<file path="config.mk">
export PLATFORM = sky130hd
export DESIGN_NAME = ps2_word_packer
export DESIGN_NICKNAME = d
export VERILOG_FILES = /design/src/rtl/ps2_pack_pkg.sv /design/src/rtl/pack_out_reg.sv /design/src/rtl/ps2_word_packer.sv
export SDC_FILE = /design/constraint.sdc
export NUM_CORES = 1
export LEC_CHECK = 0
export CORE_ASPECT_RATIO = 0.6
export CORE_MARGIN = 3
export CORE_UTILIZATION = 60
export CTS_CLUSTER_SIZE = 10
export DETAILED_ROUTE_END_ITERATION = 16
export GPL_ROUTABILITY_DRIVEN = 0
export PLACE_DENSITY = 0.9
export SYNTH_ARGS = -nofsm -noshare
export SYNTH_HDL_FRONTEND = slang
export SYNTH_SLANG_ARGS = --single-unit
</file>
<file path="constraint.sdc">
create_clock -name clk -period 4.1 [get_ports clk]
set_clock_uncertainty 0.15 [all_clocks]
set_input_delay 0.41 -clock clk [delete_from_list [all_inputs] [get_ports clk]]
set_output_delay 0.41 -clock clk [all_outputs]
set_load 0.1 [all_outputs]
</file>
<file path="src/rtl/ps2_pack_pkg.sv">
// Shared constants and types for the PS/2 -> rsa word packer.
//   WORD_W : width of one packed output word
//   BYTE_W : width of one PS/2 scan byte
//   NBYTES : bytes per word (derived)
//   IDX_W  : width of a byte index / byte count (0..NBYTES)
//   acc_state_t : accumulator FSM states (FILL, PEND)
package ps2_pack_pkg;

    localparam int unsigned WORD_W = 128;
    localparam int unsigned BYTE_W = 8;
    localparam int unsigned NBYTES = WORD_W / BYTE_W;
    localparam int unsigned IDX_W  = $clog2(NBYTES + 1);

    typedef enum logic {
        FILL = 1'b0,
        PEND = 1'b1
    } acc_state_t;

endpackage

</file>
<file path="src/rtl/pack_out_reg.sv">
// Valid/ready holding register for packed words.
// Ports:
//   clk, rst  : clock (rising edge), asynchronous active-low reset
//   load_i    : capture data_i (and len_i) as a new word this edge
//   data_i    : word to capture
//   len_i     : byte count of the word (only with PS2_PACK_LEN_EN)
//   ready_i   : sink ready; a transfer happens when valid_o && ready_i
//   valid_o   : word held and valid
//   data_o    : held word, stable while valid_o && !ready_i
//   len_o     : held byte count (only with PS2_PACK_LEN_EN)
//   free_o    : register can accept a new word this edge
// Optional feature macro: PS2_PACK_LEN_EN.
module pack_out_reg
    import ps2_pack_pkg::*;
(
    input  logic              clk,
    input  logic              rst,
    input  logic              load_i,
    input  logic [WORD_W-1:0] data_i,
`ifdef PS2_PACK_LEN_EN
    input  logic [IDX_W-1:0]  len_i,
    output logic [IDX_W-1:0]  len_o,
`endif
    input  logic              ready_i,
    output logic              valid_o,
    output logic [WORD_W-1:0] data_o,
    output logic              free_o
);

    logic              valid_q, valid_d;
    logic [WORD_W-1:0] data_q,  data_d;
`ifdef PS2_PACK_LEN_EN
    logic [IDX_W-1:0]  len_q,   len_d;
`endif

    // Empty, or the held word leaves on this edge.
    assign free_o = !valid_q || ready_i;

    always_comb begin
        valid_d = valid_q;
        data_d  = data_q;
`ifdef PS2_PACK_LEN_EN
        len_d   = len_q;
`endif
        if (valid_q && ready_i) begin
            valid_d = 1'b0;
        end
        if (load_i) begin
            valid_d = 1'b1;
            data_d  = data_i;
`ifdef PS2_PACK_LEN_EN
            len_d   = len_i;
`endif
        end
    end

    always_ff @(posedge clk or negedge rst) begin
        if (!rst) begin
            valid_q <= 1'b0;
            data_q  <= '0;
`ifdef PS2_PACK_LEN_EN
            len_q   <= '0;
`endif
        end else begin
            valid_q <= valid_d;
            data_q  <= data_d;
`ifdef PS2_PACK_LEN_EN
            len_q   <= len_d;
`endif
        end
    end

    assign valid_o = valid_q;
    assign data_o  = data_q;
`ifdef PS2_PACK_LEN_EN
    assign len_o   = len_q;
`endif

endmodule

</file>
<file path="src/rtl/ps2_word_packer.sv">
// Packs PS/2 scan bytes into WORD_W-bit words for the rsa valid/ready input.
// Ports:
//   clk, rst     : clock (rising edge), asynchronous active-low reset
//   ps2_data_i   : received byte
//   ps2_valid_i  : one-cycle byte strobe (no backpressure)
//   ps2_done     : end of message, flushes a partial word
//   ps2_reset    : synchronous clear of packing state and overflow flag
//   rsa_data_o   : packed word, first byte in the LSBs, unfilled bytes 0
//   rsa_valid_o  : word valid, held until rsa_ready_i
//   rsa_ready_i  : sink ready
//   rsa_len_o    : valid byte count of rsa_data_o (only with PS2_PACK_LEN_EN)
//   overflow_o   : sticky, a byte was dropped
// Optional feature macro: PS2_PACK_LEN_EN.
module ps2_word_packer
    import ps2_pack_pkg::*;
(
    input  logic              clk,
    input  logic              rst,
    input  logic [BYTE_W-1:0] ps2_data_i,
    input  logic              ps2_valid_i,
    input  logic              ps2_done,
    input  logic              ps2_reset,
    output logic [WORD_W-1:0] rsa_data_o,
    output logic              rsa_valid_o,
    input  logic              rsa_ready_i,
`ifdef PS2_PACK_LEN_EN
    output logic [IDX_W-1:0]  rsa_len_o,
`endif
    output logic              overflow_o
);

    localparam logic [IDX_W-1:0] LAST_IDX = IDX_W'(NBYTES - 1);

    acc_state_t        state_q, state_d;
    logic [WORD_W-1:0] acc_q,   acc_d;
    logic [IDX_W-1:0]  cnt_q,   cnt_d;
    logic              ovf_q,   ovf_d;
    logic              load;
    logic              out_free;

    always_comb begin
        state_d = state_q;
        acc_d   = acc_q;
        cnt_d   = cnt_q;
        ovf_d   = ovf_q;
        load    = 1'b0;

        if (ps2_reset) begin
            state_d = FILL;
            acc_d   = '0;
            cnt_d   = '0;
            ovf_d   = 1'b0;
        end else begin
            case (state_q)
                FILL: begin
                    if (ps2_valid_i) begin
                        for (int unsigned k = 0; k < NBYTES; k++) begin
                            if (cnt_q == IDX_W'(k)) begin
                                acc_d[k*BYTE_W +: BYTE_W] = ps2_data_i;
                            end
                        end
                        cnt_d = cnt_q + IDX_W'(1);
                        if (cnt_q == LAST_IDX || ps2_done) begin
                            state_d = PEND;
                        end
                    end else if (ps2_done && cnt_q != '0) begin
                        state_d = PEND;
                    end
                end
                PEND: begin
                    if (out_free) begin
                        load    = 1'b1;
                        state_d = FILL;
                        acc_d   = '0;
                        cnt_d   = '0;
                        // A byte on the move edge starts the next word; any
                        // ps2_done with it is ignored like other done in PEND.
                        if (ps2_valid_i) begin
                            acc_d[BYTE_W-1:0] = ps2_data_i;
                            cnt_d             = IDX_W'(1);
                        end
                    end else if (ps2_valid_i) begin
                        ovf_d = 1'b1;
                    end
                end
                default: state_d = FILL;
            endcase
        end
    end

    always_ff @(posedge clk or negedge rst) begin
        if (!rst) begin
            state_q <= FILL;
            acc_q   <= '0;
            cnt_q   <= '0;
            ovf_q   <= 1'b0;
        end else begin
            state_q <= state_d;
            acc_q   <= acc_d;
            cnt_q   <= cnt_d;
            ovf_q   <= ovf_d;
        end
    end

    pack_out_reg u_out (
        .clk     (clk),
        .rst     (rst),
        .load_i  (load),
        .data_i  (acc_q),
`ifdef PS2_PACK_LEN_EN
        .len_i   (cnt_q),
        .len_o   (rsa_len_o),
`endif
        .ready_i (rsa_ready_i),
        .valid_o (rsa_valid_o),
        .data_o  (rsa_data_o),
        .free_o  (out_free)
    );

    assign overflow_o = ovf_q;

endmodule

</file>
==> impl_metrics.ini <==
[sta]
finalHoldWorstSlack_ns = 0.320
setup_viol = 0
hold_viol = 0
slew_viol_final = 0
fin_crit_sh_pct = 65.4
tns_ns = 0
rsz0062_at_grt = false
worstMarginPinSlew_ns = 1.08
period_minus_slack_ns = 2.68
slew_headroom_pct = 27.8
clock.fmax_ghz = 0.373

[critical_path]
arrival_ns = 2.12
slowest_stage = clkdlybuf4s50_1
critical-path-top-delay-family = buffers and inverters
path_class = reg -> out
start_kind = flop
crit_path_max_incr_delay_ns = 1.21
cp_max_fo = 2
worstPathRequired_ns = 3.54
crit_path_end_kind = output port
path_cells = clkdlybuf4s50_1
cp_num_buf_inv = 1

[die]
num_rows = 38
ios = 144
die_h_um = 112
start_util_pct = 61.6
dieWidth_um = 182
core_area_sq_mm = 0.0182
die-area_sq_mm = 0.0204

[drt]
wirelength_um = 26700
first_pass_iters = 6
first_iter_violations = 802
viasPerCell = 6.31
vias = 7749
post_drt_wl_per_cell_um = 21.7
drc = 0
postRouteAntennaNets = 0

[grt]
grt_max_degree = 97
grt_pass1_wl_um = 43000
grt_antenna_before_repair = 1
track_usage_pct = 26.2
grt_pass1_vias = 7727
gr-total-overflow = 0

[clock_network]
cts_tree = done
htree_levels = 1
cts_buffer_depth = 3
cts_sinks = 264
post_cts_resized = 0
path_clk_slew_ns = 0.05
cts-root-buf = clkbuf_16
clock_latency_ns = 0.54
numCtsBuffers = 30

[finish]
drive_above_1_share_pct = 19.0
fin_nets = 1006
area_growth_pct = 20.9

[power]
power_mw = 6.16
p_leak_nw = 7.14
ir_drop_mv = 0.382
power_density_mw_per_mm2 = 454

[synth]
synth-main-ff-cell = dfrtp_1
async_flop_share_pct = 100
avgSynthCellArea_sq_um = 12.9
yosysWarnings = 0
seq_area_frac_synth_pct = 58.9
netlist_instances = 869
syn_nets = 888
synth_edf_count = 0
ys_ff_latch = 264
synth.distinct_cells = 45
synth_area_sq_mm = 0.0112

[status]
outcome = complete, no violations

[placed_design]
port_buffers = 143
dpl.hpwl_um = 17100

[worst_hold_path]
hp-class = in -> async

[flow_run]
cap_viol_max_count = 0
==> layout by cell type, fill, tap and decap left out, drive strengths merged, types with 9 or more instances in the layout <==
cell type      instances
inv                   16
buf                   12
a211o                 80
mux2i                  9
nor2                  73
dfrtp                264
mux2                 129
a32o                  11
clkdlybuf4s50        142
and3                  82
clkbuf                31
a22o                  22
nand4bb               14
nand2                 21
nand3                 10
==> registers in the layout, summed over array words and instances (netlist names) <==
register	flops
acc_q	128
u_out.data_o	128
cnt_q	5
overflow_o	1
state_q	1
u_out.valid_o	1
==> report_power, final <==
part           switching [mW]  total, mW  internal [mW]
logic                   0.833       1.11          0.278
clock network           0.951       2.27           1.32
registers              0.0686       2.78           2.71
total                    1.85       6.16           4.31
==> what timing repair did <==
| item | CTS | global route |
|---|---|---|
| setup buffers | 0 | 0 |
| setup endpoints to repair | 0 | 0 |
| hold buffers | 1 | 0 |
| hold endpoints to repair | 94 | 0 |
==> synthesized netlist by cell type, types with 2 or more instances <==
library cell	number	area, sq um
clkbuf_1	23	86.3
a22o_1	22	193
nand2_1	21	78.8
o21ai_0	8	40.0
a211o_1	80	701
and2_1	8	50.1
buf_2	32	160
a21oi_1	6	30.0
buf_6	3	33.8
a32o_1	11	110
ha_1	5	62.6
mux2i_1	9	90.1
mux2_2	129	1450
or4b_1	2	20.0
a31oi_1	2	12.5
and2b_1	2	15.0
and3_1	79	494
dfrtp_1	264	6610
o21a_1	3	22.5
and4_1	2	17.5
buf_4	9	67.6
buf_1	2	7.51
nand4bb_1	14	158
nand3_1	10	50.1
and4b_1	2	20.0
nand2b_1	2	12.5
nor2_1	73	274
inv_1	16	60.1
and3_4	3	33.8
nor2b_1	5	31.3
a221oi_2	3	45.0
nor4_1	5	31.3
nor4bb_1	2	20.0
==> routing by layer <==
| metal | global-route usage (%) | vias up | part of all wire (%) |
|---|---|---|---|
| met3 | 6.07 | 54 | 8.4 |
| met2 | 37.5 | 337 | 44 |
| met5 | 0 | - | 0.13 |
| met1 | 41.3 | 3974 | 46 |
| li1 | - | 3382 | - |
| met4 | 5.22 | 2 | 1.9 |
==> path summary, 6_finish.rpt <==
kind / start / to / slack, ns / cells past startpoint
min in group clk: acc_q[50] / acc_q[50] / 0.35 / 1
min: rst / u_out.data_o[49] / 0.32 / 2
min reg2reg: acc_q[50] / acc_q[50] / 0.35 / 1
max: u_out.data_o[106] / rsa_data_o[106] / 1.42 / 1
max in group asynchronous: rst / u_out.data_o[90] / 2.54 / 3
max reg2reg: cnt_q[0] / acc_q[20] / 1.53 / 5
==> through the flow <==
stage / utilization (%) / cell area (sq um) / worst slack, ns / instances
after floorplan: - / 11200 / 1.85 / 869
after detailed placement: 70.0 / 12800 / 1.11 / 1194
after CTS: 74.4 / 13600 / 1.42 / 1227
after global placement: 70.0 / 12800 / 1.26 / 1194
after global routing: 74.4 / 13600 / 1.34 / 1227
final: 74.4 / 13600 / 1.42 / 1228
==> cell families (layout without fill, tap and decap cells) <==
family	count (synthesis)	in the layout	synth area share, %
simple gates	238	238	12.3
compound gates	139	139	10.8
flops	264	264	58.9
buf+inv	85	203	3.70
fa+ha+maj	5	5	0.558
other cells	0	1	0
mux	138	138	13.8
==> cell type report <==
class	count	area (sq um)
Fill cell	1125	4660
Multi-Input combinational cell	520	4220
Clock inverter	1	8.76
Antenna cell	1	2.50
Inverter	16	60.1
Tap cell	240	300
Timing Repair Buffer	155	1580
Clock buffer	31	776
Sequential cell	264	6610
Power figures use the tool's default switching activity.
